--- config.mk ---
export PLATFORM = sky130hd
export DESIGN_NAME = mem_mailbox_flat
export DESIGN_NICKNAME = d
export VERILOG_FILES = /design/src/rtl/mem_mailbox_if.sv /design/src/rtl/mem_mailbox.sv /design/src/flat_wrapper.sv
export SDC_FILE = /design/constraint.sdc
export NUM_CORES = 1
export LEC_CHECK = 0
export CAP_MARGIN = 5
export CELL_PAD_IN_SITES_DETAIL_PLACEMENT = 1
export CELL_PAD_IN_SITES_GLOBAL_PLACEMENT = 1
export CORE_UTILIZATION = 40
export CTS_CLUSTER_DIAMETER = 100
export DETAILED_ROUTE_END_ITERATION = 6
export GPL_TIMING_DRIVEN = 1
export PLACE_DENSITY_LB_ADDON = 0.1
export SETUP_SLACK_MARGIN = 0.3
export SKIP_CTS_REPAIR_TIMING = 1
export SLEW_MARGIN = 20
export SYNTH_ARGS = -nofsm -noshare
export SYNTH_HDL_FRONTEND = slang
export SYNTH_SLANG_ARGS = --single-unit
--- constraint.sdc ---
create_clock -name clk -period 3.86 [get_ports clk]
set_clock_uncertainty 0.05 [all_clocks]
set_input_delay 0.772 -clock clk [delete_from_list [all_inputs] [get_ports clk]]
set_output_delay 0.772 -clock clk [all_outputs]
set_load 0.005 [all_outputs]
--- src/rtl/mem_mailbox_if.sv ---
// CPU data-bus access plus TX/RX valid/ready streams for mem_mailbox.
// slave is the mailbox side; master is the CPU, producer and consumer side.
interface mem_mailbox_if #(
  parameter int unsigned DW = 32,
  parameter int unsigned AW = 10
);
  logic          cen;
  logic [AW-1:0] addr;
  logic          wen;
  logic [DW-1:0] wdata;
  logic [DW-1:0] rdata;
  logic [DW-1:0] tx_data;
  logic          tx_valid;
  logic          tx_ready;
  logic [DW-1:0] rx_data;
  logic          rx_valid;
  logic          rx_ready;

  modport slave (
    input  cen, addr, wen, wdata, tx_ready, rx_data, rx_valid,
    output rdata, tx_data, tx_valid, rx_ready
  );

  modport master (
    output cen, addr, wen, wdata, tx_ready, rx_data, rx_valid,
    input  rdata, tx_data, tx_valid, rx_ready
  );
endinterface

--- src/rtl/mem_mailbox.sv ---
// Memory-mapped mailbox: CPU-written TX FIFO and CPU-read RX FIFO with valid/ready streams.
// Define MBOX_IRQ_EN to add the IRQ_EN register and the registered irq output.
module mem_mailbox #(
  parameter int unsigned DEPTH = 8,
  parameter int unsigned DW    = 32,
  parameter int unsigned AW    = 10
) (
  input  logic         clk,
  input  logic         reset,
  mem_mailbox_if.slave bus
`ifdef MBOX_IRQ_EN
  ,
  output logic         irq
`endif
);

  localparam int unsigned PW = $clog2(DEPTH);
  localparam int unsigned CW = PW + 1;
  localparam logic [CW-1:0] FULL_CNT = CW'(DEPTH);

  typedef enum logic [2:0] {
    A_TXDATA = 3'd0,
    A_RXDATA = 3'd1,
    A_STATUS = 3'd2,
    A_CTRL   = 3'd3,
    A_IRQ_EN = 3'd4
  } reg_e;

  logic [DW-1:0] tx_mem [DEPTH];
  logic [DW-1:0] rx_mem [DEPTH];

  logic [PW-1:0] tx_wptr_q, tx_wptr_d, tx_rptr_q, tx_rptr_d;
  logic [PW-1:0] rx_wptr_q, rx_wptr_d, rx_rptr_q, rx_rptr_d;
  logic [CW-1:0] tx_cnt_q, tx_cnt_d, rx_cnt_q, rx_cnt_d;
  logic          tx_ovf_q, tx_ovf_d, rx_udf_q, rx_udf_d;
  logic [DW-1:0] rdata_q, rdata_d;
`ifdef MBOX_IRQ_EN
  logic [1:0]    irq_en_q, irq_en_d;
  logic          irq_q, irq_d;
`endif

  logic [2:0]    reg_sel;
  logic          cpu_wr, cpu_rd, ctrl_wr;
  logic          tx_push_req, rx_pop_req;
  logic          tx_flush, rx_flush;
  logic          tx_full, tx_empty, rx_full, rx_empty;
  logic          tx_push, tx_pop, rx_push, rx_pop;
  logic [DW-1:0] status;
  logic          unused_addr;

  assign reg_sel     = bus.addr[2:0];
  assign unused_addr = ^bus.addr[AW-1:3];

  assign cpu_wr      = bus.cen & bus.wen;
  assign cpu_rd      = bus.cen & ~bus.wen;
  assign ctrl_wr     = cpu_wr & (reg_sel == A_CTRL);
  assign tx_push_req = cpu_wr & (reg_sel == A_TXDATA);
  assign rx_pop_req  = cpu_rd & (reg_sel == A_RXDATA);
  assign tx_flush    = ctrl_wr & bus.wdata[0];
  assign rx_flush    = ctrl_wr & bus.wdata[1];

  assign tx_full  = (tx_cnt_q == FULL_CNT);
  assign tx_empty = (tx_cnt_q == '0);
  assign rx_full  = (rx_cnt_q == FULL_CNT);
  assign rx_empty = (rx_cnt_q == '0);

  // A full TX still accepts a push when the consumer frees a slot on the same edge.
  assign tx_pop  = ~tx_empty & bus.tx_ready;
  assign tx_push = tx_push_req & (~tx_full | tx_pop);
  assign rx_push = bus.rx_valid & ~rx_full;
  assign rx_pop  = rx_pop_req & ~rx_empty;

  assign bus.tx_data  = tx_mem[tx_rptr_q];
  assign bus.tx_valid = ~tx_empty;
  assign bus.rx_ready = ~rx_full;
  assign bus.rdata    = rdata_q;
`ifdef MBOX_IRQ_EN
  assign irq          = irq_q;
`endif

  always_comb begin
    tx_wptr_d = tx_wptr_q;
    tx_rptr_d = tx_rptr_q;
    tx_cnt_d  = tx_cnt_q;
    if (tx_flush) begin
      tx_wptr_d = '0;
      tx_rptr_d = '0;
      tx_cnt_d  = '0;
    end else begin
      if (tx_push) tx_wptr_d = tx_wptr_q + PW'(1);
      if (tx_pop)  tx_rptr_d = tx_rptr_q + PW'(1);
      if (tx_push & ~tx_pop)      tx_cnt_d = tx_cnt_q + CW'(1);
      else if (~tx_push & tx_pop) tx_cnt_d = tx_cnt_q - CW'(1);
    end
    tx_ovf_d = (tx_ovf_q & ~(ctrl_wr & bus.wdata[2]))
             | (tx_push_req & tx_full & ~tx_pop);
  end

  always_comb begin
    rx_wptr_d = rx_wptr_q;
    rx_rptr_d = rx_rptr_q;
    rx_cnt_d  = rx_cnt_q;
    if (rx_flush) begin
      rx_wptr_d = '0;
      rx_rptr_d = '0;
      rx_cnt_d  = '0;
    end else begin
      if (rx_push) rx_wptr_d = rx_wptr_q + PW'(1);
      if (rx_pop)  rx_rptr_d = rx_rptr_q + PW'(1);
      if (rx_push & ~rx_pop)      rx_cnt_d = rx_cnt_q + CW'(1);
      else if (~rx_push & rx_pop) rx_cnt_d = rx_cnt_q - CW'(1);
    end
    rx_udf_d = (rx_udf_q & ~(ctrl_wr & bus.wdata[3]))
             | (rx_pop_req & rx_empty);
  end

  always_comb begin
    status        = '0;
    status[0]     = tx_full;
    status[1]     = tx_empty;
    status[2]     = rx_full;
    status[3]     = rx_empty;
    status[4]     = tx_ovf_q;
    status[5]     = rx_udf_q;
    status[15:8]  = 8'(tx_cnt_q);
    status[23:16] = 8'(rx_cnt_q);
  end

  always_comb begin
    rdata_d = rdata_q;
    if (cpu_rd) begin
      rdata_d = '0;
      case (reg_sel)
        A_RXDATA: if (~rx_empty) rdata_d = rx_mem[rx_rptr_q];
        A_STATUS: rdata_d = status;
`ifdef MBOX_IRQ_EN
        A_IRQ_EN: rdata_d[1:0] = irq_en_q;
`endif
        default:  rdata_d = '0;
      endcase
    end
  end

`ifdef MBOX_IRQ_EN
  always_comb begin
    irq_en_d = irq_en_q;
    if (cpu_wr & (reg_sel == A_IRQ_EN)) irq_en_d = bus.wdata[1:0];
    irq_d = (irq_en_q[0] & ~rx_empty) | (irq_en_q[1] & tx_empty);
  end
`endif

  // Storage has no reset; only pointers and counts define its contents.
  always_ff @(posedge clk) begin
    if (tx_push) tx_mem[tx_wptr_q] <= bus.wdata;
    if (rx_push & ~rx_flush) rx_mem[rx_wptr_q] <= bus.rx_data;
  end

  always_ff @(posedge clk or posedge reset) begin
    if (reset) begin
      tx_wptr_q <= '0;
      tx_rptr_q <= '0;
      tx_cnt_q  <= '0;
      rx_wptr_q <= '0;
      rx_rptr_q <= '0;
      rx_cnt_q  <= '0;
      tx_ovf_q  <= 1'b0;
      rx_udf_q  <= 1'b0;
      rdata_q   <= '0;
`ifdef MBOX_IRQ_EN
      irq_en_q  <= '0;
      irq_q     <= 1'b0;
`endif
    end else begin
      tx_wptr_q <= tx_wptr_d;
      tx_rptr_q <= tx_rptr_d;
      tx_cnt_q  <= tx_cnt_d;
      rx_wptr_q <= rx_wptr_d;
      rx_rptr_q <= rx_rptr_d;
      rx_cnt_q  <= rx_cnt_d;
      tx_ovf_q  <= tx_ovf_d;
      rx_udf_q  <= rx_udf_d;
      rdata_q   <= rdata_d;
`ifdef MBOX_IRQ_EN
      irq_en_q  <= irq_en_d;
      irq_q     <= irq_d;
`endif
    end
  end

endmodule

--- src/flat_wrapper.sv ---
// flat-port wrapper written by rule: the top's interface ports become plain ports
module mem_mailbox_flat 
#(
  parameter int unsigned DEPTH = 8,
  parameter int unsigned DW    = 32,
  parameter int unsigned AW    = 10
)
  (clk, reset, bus_cen, bus_addr, bus_wen, bus_wdata, bus_tx_ready, bus_rx_data, bus_rx_valid, bus_rdata, bus_tx_data, bus_tx_valid, bus_rx_ready);
  mem_mailbox_if #(.DW(DW), .AW(AW)) bus_i ();
  input  logic clk;
  input  logic reset;
  input wire logic [$bits(bus_i.cen)-1:0] bus_cen;
  input wire logic [$bits(bus_i.addr)-1:0] bus_addr;
  input wire logic [$bits(bus_i.wen)-1:0] bus_wen;
  input wire logic [$bits(bus_i.wdata)-1:0] bus_wdata;
  input wire logic [$bits(bus_i.tx_ready)-1:0] bus_tx_ready;
  input wire logic [$bits(bus_i.rx_data)-1:0] bus_rx_data;
  input wire logic [$bits(bus_i.rx_valid)-1:0] bus_rx_valid;
  output wire logic [$bits(bus_i.rdata)-1:0] bus_rdata;
  output wire logic [$bits(bus_i.tx_data)-1:0] bus_tx_data;
  output wire logic [$bits(bus_i.tx_valid)-1:0] bus_tx_valid;
  output wire logic [$bits(bus_i.rx_ready)-1:0] bus_rx_ready;
  assign bus_i.cen = bus_cen;
  assign bus_i.addr = bus_addr;
  assign bus_i.wen = bus_wen;
  assign bus_i.wdata = bus_wdata;
  assign bus_i.tx_ready = bus_tx_ready;
  assign bus_i.rx_data = bus_rx_data;
  assign bus_i.rx_valid = bus_rx_valid;
  assign bus_rdata = bus_i.rdata;
  assign bus_tx_data = bus_i.tx_data;
  assign bus_tx_valid = bus_i.tx_valid;
  assign bus_rx_ready = bus_i.rx_ready;
  mem_mailbox #(.DEPTH(DEPTH), .DW(DW), .AW(AW)) u_core (.clk(clk), .reset(reset), .bus(bus_i));
endmodule
* After elaboration in Yosys (flattened, before gate mapping)
Memory sizes are Yosys's and may differ from the RTL's.
Cells that the tools add are included.
** Word-level totals
- Bits in registers :: 54
- RAM bits :: 512
- Input bits :: 80
- Output and inout bits :: 66
- Logic and storage cells :: 91
- Memories kept :: 2
** Cells by class
- $add $sub $neg :: 8
- Equal/unequal tests :: 5
- Muxes and demuxes :: 20
- Bitwise gates (word level) :: 38
- Reduce and logical (&&, ||, !) cells :: 9
** Memory list
- u_core.rx_mem :: words 8, bits a word 32, rd ports 1, clocked after Yosys merged registers in 0, write ports 1, RTL line mem_mailbox.sv:30 : logic [DW-1:0] rx_mem [DEPTH];
- u_core.tx_mem :: words 8, bits a word 32, rd ports 1, clocked after Yosys merged registers in 0, write ports 1, RTL line mem_mailbox.sv:29 : logic [DW-1:0] tx_mem [DEPTH];
** Operators by type and width (count)
- $pmux 32 s2 :: 1
- $mux 32 :: 1
- $mux 3 :: 8
- $mux 4 :: 6
- $and 1x1->1 :: 23
- $add 3x1->3 const B :: 4
- $not 1->1 :: 12
- $add 4x1->4 const B :: 2
- $eq 4x4->1 const B :: 2
- $logic_not 4->1 :: 2
- $reduce_bool 2->1 :: 4
- $sub 4x1->4 const B :: 2
- $eq 3x2->1 const B :: 2
- $reduce_bool 3->1 :: 2
- $mux 1 :: 4
- $eq 3x1->1 const B :: 1
- $logic_not 3->1 :: 1
- $or 1x1->1 :: 3

* Depth between registers and ports, before layout
Gate-level depths: netlist of the first run.
- Word-level depth :: 10
- Mapped depth :: 11
- Depth with buffers taken out :: 10

* Worst setup path before layout of the first run
Ideal clock, no wire load.
- Path type :: input to register
- Start point :: input bus_addr[2]
- End point :: memory u_core.tx_mem[3][0] (enable)
- Data arrival time :: 3.882 ns
- Setup slack :: -0.539 ns
- Cell stages on the path :: 4
- Path buffers :: 0
- Cells stage by stage :: nand3b_1 > a2111oi_4 > nand2_2 > nor3b_1
** On the way
- Cells in the longest elaborated chain, start to end :: 5
** Ends and longest elaborated chain
- start, declared :: RTL line flat_wrapper.sv:13 : input wire logic [$bits(bus_i.addr)-1:0] bus_addr;
- $logic_not 3->1 :: RTL line mem_mailbox.sv:57 : assign tx_push_req = cpu_wr & (reg_sel == A_TXDATA);
- $and 1x1->1 :: RTL line mem_mailbox.sv:57
- $and 1x1->1 :: RTL line mem_mailbox.sv:69 : assign tx_push = tx_push_req & (~tx_full | tx_pop);
- $mux 1 :: RTL line mem_mailbox.sv:154 : if (tx_push) tx_mem[tx_wptr_q] <= bus.wdata;
- $mux 1 (implied by the code) :: RTL line mem_mailbox.sv:154
- end, declared :: RTL line mem_mailbox.sv:29
No other way between the ends.

* Worst setup path in the final report of the first run
- Start point :: register u_core.tx_rptr_q[0]
- End point :: output bus_tx_data[2]
** On the way
- Cells in the longest elaborated chain, start to end :: 1
** Ends and longest elaborated chain
- start, declared :: RTL line mem_mailbox.sv:32 : logic [PW-1:0] tx_wptr_q, tx_wptr_d, tx_rptr_q, tx_rptr_d;
- start signal, assigned :: RTL line mem_mailbox.sv:175 : tx_rptr_q <= tx_rptr_d;
- $mem_v2 8x32
- end, declared :: RTL line flat_wrapper.sv:20 : output wire logic [$bits(bus_i.tx_data)-1:0] bus_tx_data;
No other way between the ends.

==> results of run 1 <==
## cell families after synthesis
group           Yosys count  synth area share
flops                   566             0.762
mux                     195             0.164
simple gates            126            0.0291
buf+inv                  63            0.0168
compound gates           55            0.0172
fa+ha+maj                12           0.00752
xor+xnor                  9           0.00359
## layout make-up
type                            instances  area share
Tap cell                              696      0.0327
Timing Repair Buffer                  199      0.0803
Clock inverter                         35      0.0115
Antenna cell                            1   0.0000939
Multi-Input combinational cell        397       0.187
Clock buffer                           75      0.0588
Inverter                               11     0.00174
Sequential cell                       566       0.628
## report_power, final
group	leakage, uW	internal, uW	switching [uW]
sequential	0.00532	7270	406
clock	0.000923	3190	2310
combinational	0.00252	2500	1980
total	0.00876	13000	4690
## metal layers
metal / track usage / vias to the layer above / share of wire
met3: 0.0331 / 68 / 0.040
met2: 0.305 / 174 / 0.52
met5: 0 / - / 0.0012
li1: - / 4618 / -
met1: 0.218 / 5525 / 0.42
met4: 0.0494 / 8 / 0.021
## state kept, by name (all words and copies together), names as in the netlist
signal            flops
u_core.bus.rdata     32
u_core.rx_cnt_q       4
u_core.rx_mem       256
u_core.rx_rptr_q      3
u_core.rx_udf_q       1
u_core.rx_wptr_q      3
u_core.tx_cnt_q       4
u_core.tx_mem       256
u_core.tx_ovf_q       1
u_core.tx_rptr_q      3
u_core.tx_wptr_q      3
## final timing paths
check | to | cells after the start | slack (ps) | startpoint
worst min register to register | u_core.bus.rdata[15] | 2 | 430 | u_core.bus.rdata[15]
worst min-delay path | u_core.bus.rdata[15] | 2 | 430 | u_core.bus.rdata[15]
worst max register to register | u_core.rx_cnt_q[3] | 10 | 830 | u_core.rx_cnt_q[0]
min in group asynchronous | u_core.bus.rdata[6] | 3 | 530 | reset
worst max-delay path | bus_tx_data[2] | 5 | 350 | u_core.tx_rptr_q[0]
max in group asynchronous | u_core.rx_rptr_q[1] | 3 | 2850 | reset
## synthesized netlist by cell type, types with 3 or more instances
cell type and n:
edfxtp_1 512, mux4_2 128, dfrtp_1 54, nand2_1 48, mux2i_1 34, mux2_2 33
nor2_1 28, o21ai_0 20, clkbuf_1 19, nand3_1 19, buf_2 14, a21oi_1 11
ha_1 10, inv_1 10, buf_6 9, xor2_1 8, o211ai_2 6, buf_4 5
nand2b_1 4, o21ai_1 4, o221ai_1 4, nor3_1 3, nor3b_2 3, o211ai_1 3
## critical path, delay by kind of cell, from the launching register on
family | cells | cell delay [ps]
buffers and inverters | 3 | 810
flip-flops | 1 | 560
multiplexers | 2 | 710
## metrics by stage
stage	setup slack (ps)	cell area [sq um]	setup TNS, ps	total power (uW)
after floorplan	414	22000	0	10400
after global placement	379	24600	0	12100
after detailed placement	399	24600	0	12200
after CTS	-18.6	26400	-80.2	17800
after global routing	256	26700	0	18500
final	349	26700	0	17700
==> metrics.md, run 1 <==
| Metric | Value |
|---|---|
| Status | completed |
| Post-DP HPWL | roughly 27000 microns |
| Dominant cell type by area after synthesis | edfxtp_1 |
| FF/Latch Area | between 15000 and 20000 sq um |
| Placer Congestion | between 0.7 and 0.8 |
| GRT overflow | 0 |
| Total track usage | 0.173 |
| IO Port Bufs | around 140 |
| FILL cells | 4875 |
| Max-capacitance violation count | 0 |
| Pwr dens | ~660 nW/um^2 |
| CP required | just over 3000 ps |
| Rel. slew slack | 0.320 |
| Die extent in x | roughly 240 microns |
| Netlist Area Pre-Place | 22000 sq um |
| Clock root buffer | clkbuf_16 |
| Most common cell after layout, fill and taps aside | edfxtp_1 |
| IO Pins | between 100 and 150 |
| Die height | around 240 microns |
| Number of global-route vias before repair | 11400 |
| Detailed-route wire length | around 48000 microns |
| Die Area | 55800 sq um |
| Post-Syn Area per Cell | roughly 21 sq um |
| Hold Crit Class | reg -> reg |
| Yosys reg bits | about 570 |
| Site row count | 85 |
| Util after Layout | 0.493 |
| CTS tree | done |
| CTS HTree Levels | 2 |
| Setup Viol. Count Final | 0 |
| Core Region | roughly 54000 sq um |
| Worst Path Max Fanout | 5 |
| Final hold viol count | 0 |
| Max Freq | ~280 MHz |
| Antenna Nets Post-Route | 0 |
| Drt pass-1 iters | 7 |
| Routed length per instance | roughly 24 microns |
| Post-placement cell count | 1849 |
| Clock Latency Late Sink | 620 ps |
| Crit-path slowest cell | dfrtp_4 |
| Fin crit period | between 3000 and 4000 ps |
| Iteration-0 DRC Markers | around 440 |
| DRC Markers | 0 |
| Crit-path cells | buf_12 -> buf_4 -> mux4_2 -> mux2_2 -> clkdlybuf4s50_1 |
| Setup CP Type | reg -> out |
| Pin count of the biggest net entering global routing | 65 |
| Most frequent cells in the layout | 512 x edfxtp_1, 132 x clkdlybuf4s50_1, 128 x mux4_2 |
| Initial antenna violation count | 5 |
| Syn_nets | between 1000 and 1500 |
| Clk sinks | around 570 |
| Synth Instances | slightly above 1000 |
| CP endpoint kind | primary output |
| CP max stage delay | about 560 ps |
| Register area share after synthesis | 0.762 |
| CP Data Arrival Time | 2690 ps |
| Hold WS | between 400 and 500 ps |
| Clock Path Buffers | 3 |
| Layout cells sized above 1 | 0.268 |
| Yosys warning count | 0 |
| Drt via density | around 5.2 |
| Pleak | approximately 0.0088 uW |
| Ys async rst share | 0.0954 |
| Slew Viols, Final | 0 |
| CTS buffer count | just under 60 |
| Max IR drop VDD | about 390 uV |
| Vias post-DR | between 10000 and 15000 |
| Post-route clock period utilization | 0.909 |
| Clk pin slew, worst setup/hold paths | ~60 ps |
| Final #Nets | about 1300 |
| RSZ-0062 raised after global routing | true |
| Area fraction of the dominant cell type after synthesis | 0.700 |
| Yosys cell types | between 50 and 60 |
| Area occupied by multi-input gates | between 4000 and 5000 sq um |
| Count of flip-flops with a built-in enable after synthesis | 512 |
| Most used DFF post-synth | edfxtp_1 |
| Startpoint types | register |
| Initial Util | 0.406 |
| First-pass GRT wire length | 71500 microns |
| Area contributors post-synth | edfxtp_1 70%, mux4_2 13%, dfrtp_1 6.2% |
| Final instance count without filler cells | roughly 2000 |
| Area grow syn2layout | 21.4% |
| Actual slew at the worst max-slew pin | roughly 1000 ps |
(Power assumes the default switching activity.)
==> inputs of run 2 (changes only) <==
--- a/config.mk
+++ b/config.mk
@@ -19,3 +19,4 @@
 export SYNTH_ARGS = -nofsm -noshare
 export SYNTH_HDL_FRONTEND = slang
 export SYNTH_SLANG_ARGS = --single-unit
+export TNS_END_PERCENT = 50
==> metrics.md, run 2 (synthesis gave the netlist of run 1 again) <==
| Metric | Value |
|---|---|
| Drt via density | 5.27 (was 5.25) |
| CP required | 3040 ps (about the same) |
| Layout cells sized above 1 | 0.260 (was 0.268) |
| Pleak | 0.00863 uW (was 0.00876 uW) |
| Slew Viols, Final | 0 (unchanged) |
| Die Area | 55800 sq um (unchanged) |
| Site row count | 85 (unchanged) |
| Area grow syn2layout | 20.7% (was 21.4%) |
| Number of global-route vias before repair | 11400 (about the same) |
| Max IR drop VDD | 398 uV (was 395 uV) |
| Most common cell after layout, fill and taps aside | edfxtp_1 (unchanged) |
| CTS buffer count | 60 (was 59) |
| CTS tree | done (unchanged) |
| Final hold viol count | 0 (unchanged) |
| Max-capacitance violation count | 0 (unchanged) |
| Pin count of the biggest net entering global routing | 49 (was 65) |
| Post-route clock period utilization | 0.915 (was 0.909) |
| Core Region | 54000 sq um (unchanged) |
| Routing usage on met1 | 0.230 (was 0.218) |
| Final instance count without filler cells | 1968 (was 1980) |
| Clk pin slew, worst setup/hold paths | 60 ps (about the same) |
| Iteration-0 DRC Markers | 562 (was 442) |
| Initial antenna violation count | 3 (was 5) |
| Hold Crit Class | reg -> reg (unchanged) |
| Actual slew at the worst max-slew pin | 905 ps (was 1020 ps) |
| Hold WS | 432 ps (was 431 ps) |
| Detailed-route wire length | 47800 microns (about the same) |
| Total negative slack | 0 ps (unchanged) |
| Vias post-DR | 10400 (about the same) |
| RSZ-0062 raised after global routing | true (unchanged) |
| Clock Latency Late Sink | 600 ps (was 620 ps) |
| Startpoint types | register (unchanged) |
| FILL cells | 4868 (was 4875) |
| Final #Nets | 1316 (was 1326) |
| Post-placement cell count | 1850 (was 1849) |
| Area post-placement | 24600 sq um (about the same) |
| Worst Path Max Fanout | 14 (was 5) |
| Die height | 236 microns (unchanged) |
| Placer Congestion | 0.727 (was 0.709) |
| Final Cell Area | 26500 sq um (was 26700 sq um) |
| Initial Util | 0.406 (unchanged) |
| Clock Path Buffers | 3 (unchanged) |
| CP endpoint kind | primary output (unchanged) |
| Most frequent cells in the layout | 512 x edfxtp_1, 138 x clkdlybuf4s50_1, 128 x mux4_2 (was 512 x edfxtp_1, 132 x clkdlybuf4s50_1, 128 x mux4_2) |
| Ant. Diodes | 0 (was 1) |
| DRC Markers | 0 (unchanged) |
| First-pass GRT wire length | 72200 microns (was 71500 microns) |
| Setup Viol. Count Final | 0 (unchanged) |
| Routed length per instance | 24.3 microns (was 24.1 microns) |
| GRT overflow | 0 (unchanged) |
| Post-DP HPWL | 27200 microns (was 26600 microns) |
| Total track usage | 0.175 (was 0.173) |
| Grt met2 use | 0.298 (was 0.305) |
| Max Freq | 283 MHz (was 285 MHz) |
| CTS HTree Levels | 2 (unchanged) |
| Pwr dens | 659 nW/um^2 (was 662 nW/um^2) |
| Setup CP Type | reg -> out (unchanged) |
| Antenna Nets Post-Route | 0 (unchanged) |
| IO Port Bufs | 138 (unchanged) |
| Util after Layout | 0.490 (was 0.493) |
| Clock root buffer | clkbuf_16 (unchanged) |
| GRT busiest layer | met2 (unchanged) |
| CP Data Arrival Time | 2710 ps (was 2690 ps) |
| Met3 usage | 0.0318 (was 0.0331) |
| Fin crit period | 3530 ps (was 3510 ps) |
| IO Pins | 146 (unchanged) |
| Status | completed (unchanged) |
| Rel. slew slack | 0.397 (was 0.320) |
| Drt pass-1 iters | 4 (was 7) |
| Die extent in x | 236 microns (unchanged) |
| Clk sinks | 566 (unchanged) |
[run 2: stage by stage]
step	worst slack (ps)	total power, uW
floorplan	-363	10400
global placement	384	12100
detailed placement	352	12200
CTS	82.3	17700
global route	233	18300
finish	327	17500
[run 2: area by class of cell]
| type | instances | area [sq um] | area share |
|---|---|---|---|
| flip-flops and latches | 566 | 16700 | 0.632 |
| multi-input cells | 397 | 4970 | 0.188 |
| repair buffers | 188 | 1990 | 0.0753 |
| clock buffers | 77 | 1610 | 0.0607 |
| well taps | 696 | 871 | 0.0329 |
| clock inverters | 33 | 256 | 0.00968 |
| inverters | 11 | 46.3 | 0.00175 |
[run 2: worst paths after layout]
check	startpoint	to	slack (ps)	depth (start not counted)
min	u_core.bus.rdata[22]	u_core.bus.rdata[22]	430	2
min reg2reg	u_core.bus.rdata[22]	u_core.bus.rdata[22]	430	2
min in group asynchronous	reset	u_core.bus.rdata[20]	490	2
max	u_core.tx_rptr_q[0]	bus_tx_data[25]	330	5
max reg2reg	u_core.rx_cnt_q[0]	u_core.rx_cnt_q[3]	840	10
max in group asynchronous	reset	u_core.bus.rdata[19]	2550	3
[run 2: routing by layer]
metal,up-vias,wire length (microns)
li1,4612,-
met5,-,38
met2,188,24100
met3,75,1760
met1,5484,20900
met4,6,959
[run 2: where the power goes]
| part | leakage (uW) | switching [uW] | internal, uW |
|---|---|---|---|
| Combinational | 0.00240 | 1830 | 2410 |
| Clock | 0.000901 | 2320 | 3130 |
| Sequential | 0.00532 | 512 | 7270 |
| Total | 0.00863 | 4660 | 12800 |
[run 2: worst max-delay path, cell delays in order, from the launching register on]
cell and delay (ps):
dfrtp_4 520, buf_12 160, buf_12 170, mux4_2 500, mux2_2 300, clkdlybuf4s50_1 450
==> inputs of run 3 (changes only) <==
--- a/config.mk
+++ b/config.mk
@@ -11,7 +11,7 @@
 export CORE_UTILIZATION = 40
 export CTS_CLUSTER_DIAMETER = 100
 export DETAILED_ROUTE_END_ITERATION = 6
-export GPL_TIMING_DRIVEN = 1
+export GPL_TIMING_DRIVEN = 0
 export PLACE_DENSITY_LB_ADDON = 0.1
 export SETUP_SLACK_MARGIN = 0.3
 export SKIP_CTS_REPAIR_TIMING = 1
==> metrics.md, run 3 (synthesis gave the netlist of run 1 again) <==
| Metric | Value |
|---|---|
| Core Region | 54000 sq um (unchanged) |
| Initial antenna violation count | 4 (was 3) |
| Die Area | 55800 sq um (unchanged) |
| Pwr dens | 663 nW/um^2 (was 659 nW/um^2) |
| Buffer and inverter count on the worst path | 3 (unchanged) |
| CP Data Arrival Time | 2650 ps (was 2710 ps) |
| Rel. slew slack | 0.410 (was 0.397) |
| FF/Latch Area | 16700 sq um (about the same) |
| Vias post-DR | 10600 (was 10400) |
| Combinational fraction of design power | 0.266 (was 0.243) |
| CTS HTree Levels | 2 (unchanged) |
| Worst Path Max Fanout | 10 (was 14) |
| Setup Viol. Count Final | 0 (unchanged) |
| Placer Congestion | 0.707 (was 0.727) |
| Max-capacitance violation count | 0 (unchanged) |
| Pin count of the biggest net entering global routing | 37 (was 49) |
| Area occupied by multi-input gates | 4970 sq um (unchanged) |
| Max IR drop VDD | 374 uV (was 398 uV) |
| Most common cell after layout, fill and taps aside | edfxtp_1 (unchanged) |
| Max Freq | 288 MHz (was 283 MHz) |
| Post-placement cell count | 1903 (was 1850) |
| Number of global-route vias before repair | 11500 (was 11400) |
| Final #Nets | 1368 (was 1316) |
| Hold Crit Class | reg -> reg (unchanged) |
| Area grow syn2layout | 23.7% (was 20.7%) |
| Detailed-route wire length | 50600 microns (was 47800 microns) |
| Antenna Nets Post-Route | 0 (unchanged) |
| CTS buffer count | 61 (was 60) |
| Int Pwr | 13200 uW (was 12800 uW) |
| RR Startpoint | u_core.rx_cnt_q[0] (unchanged) |
| Startpoint types | register (unchanged) |
| Pleak | 0.00899 uW (was 0.00863 uW) |
| Drt via density | 5.25 (was 5.27) |
| RSZ-0062 raised after global routing | true (unchanged) |
| Crit-path cells | buf_12 -> buf_6 -> mux4_2 -> mux2_2 -> clkdlybuf4s50_1 (was buf_12 -> buf_12 -> mux4_2 -> mux2_2 -> clkdlybuf4s50_1) |
| CP max stage delay | 530 ps (was 520 ps) |
| GRT overflow | 0 (unchanged) |
| Clk network pwr share | 0.316 (was 0.312) |
| Iteration-0 DRC Markers | 590 (was 562) |
| Post-route clock period utilization | 0.900 (was 0.915) |
| Fin crit period | 3480 ps (was 3530 ps) |
| Drt pass-1 iters | 4 (unchanged) |
| IO Pins | 146 (unchanged) |
| IO Port Bufs | 138 (unchanged) |
| Initial Util | 0.406 (unchanged) |
| Status | completed (unchanged) |
| Clock Path Buffers | 3 (unchanged) |
| Crit-path slowest cell | mux4_2 (was dfrtp_4) |
| Clk sinks | 566 (unchanged) |
| Origin of the worst setup path | u_core.tx_rptr_q[0] (unchanged) |
| Ant. Diodes | 0 (unchanged) |
| CP endpoint kind | primary output (unchanged) |
| Setup CP Type | reg -> out (unchanged) |
| Sw frac | 0.268 (was 0.267) |
| Total track usage | 0.185 (was 0.175) |
| CP required | 3040 ps (about the same) |
| Die extent in x | 236 microns (unchanged) |
| CTS tree | done (unchanged) |
| Site row count | 85 (unchanged) |
| Die height | 236 microns (unchanged) |
| Routed length per instance | 25.0 microns (was 24.3 microns) |
| DRC Markers | 0 (unchanged) |
| Most frequent cells in the layout | 512 x edfxtp_1, 136 x clkdlybuf4s50_1, 128 x mux4_2 (was 512 x edfxtp_1, 138 x clkdlybuf4s50_1, 128 x mux4_2) |
| Actual slew at the worst max-slew pin | 885 ps (was 905 ps) |
| CP delay by family, top | buffers and inverters (was multiplexers) |
| Total negative slack | 0 ps (unchanged) |
| Clock root buffer | clkbuf_16 (unchanged) |
| Sw Pwr | 4820 uW (was 4660 uW) |
| Post-DP HPWL | 32900 microns (was 27200 microns) |
| Flop pwr share | 0.418 (was 0.445) |
| Final hold viol count | 0 (unchanged) |
| Slew Viols, Final | 0 (unchanged) |
| Clk pin slew, worst setup/hold paths | 60 ps (about the same) |
| Clock Latency Late Sink | 620 ps (was 600 ps) |
| Layout cells sized above 1 | 0.274 (was 0.260) |
| Final instance count without filler cells | 2023 (was 1968) |
| FILL cells | 4807 (was 4868) |
| Hold path startpoint | u_core.bus.rdata[23] (was u_core.bus.rdata[22]) |
| First-pass GRT wire length | 75600 microns (was 72200 microns) |
run 3: cell types whose count changed in the layout (fill, tap and decap cells not counted), sizes merged:
cell	previous run	this run
clkinvlp	3	2
dlymetal6s2s	0	2
buf	50	81
clkdlybuf4s50	138	136
inv	10	11
bufinv	3	5
clkbuf	77	103
clkinv	28	24
run 3: layer usage:
metal | routed length (microns) | part of all wire | up-vias | global-route usage
li1 | - | - | 4706 | -
met5 | 38 | 0.00075 | - | 0
met2 | 26300 | 0.52 | 196 | 0.319
met1 | 21500 | 0.42 | 5645 | 0.241
met4 | 974 | 0.019 | 6 | 0.0496
met3 | 1900 | 0.038 | 75 | 0.0324
run 3: stage by stage:
stage                     area (sq um)   util  worst slack, ps  hold WS [ps]  total power [uW]
after floorplan                  22000      -             -363           398             10400
after global placement           24200  0.448            -3820           419             12100
after detailed placement         25100  0.464             -139           421             12400
after CTS                        27000  0.500             -229           429             18200
after global routing             27200  0.503              254           454             18800
final                            27200  0.503              384           432             18000
run 3: final timing paths:
| kind | end | slack, ps | cells past startpoint |
|---|---|---|---|
| worst max-delay path | bus_tx_data[14] | 380 | 5 |
| worst min-delay path | u_core.bus.rdata[23] | 430 | 2 |
| worst max register to register | u_core.rx_cnt_q[3] | 680 | 11 |
| worst min register to register | u_core.bus.rdata[23] | 430 | 2 |
| max in group asynchronous | u_core.tx_wptr_q[2] | 2780 | 3 |
| min in group asynchronous | u_core.bus.rdata[13] | 450 | 2 |
run 3: final cells by class:
class / count / share of cell area
Tap cell: 696 / 0.0321
Buffer: 52 / 0.0148
Clock inverter: 31 / 0.0110
Clock buffer: 83 / 0.0611
Sequential cell: 566 / 0.616
Multi-Input combinational cell: 397 / 0.183
Inverter: 11 / 0.00180
Timing Repair Buffer: 187 / 0.0801
run 3: worst min-delay path: cells and delay by family (launching register included):
family | cells | cell delay [ps]
and+or+nand+nor | 1 | 50
DFF | 1 | 340
AOI/OAI and AO/OA | 1 | 60
run 3: power by group through the flow:
stage          clock network, uW  logic, uW  registers [uW]
3_3_place_gp                   0       4470            7660
2_1_floorplan                  0       2810            7570
6_report                    5690       4780            7530
4_1_cts                     5810       4810            7540
5_1_grt                     6020       5170            7580
3_5_place_dp                   0       4790            7660
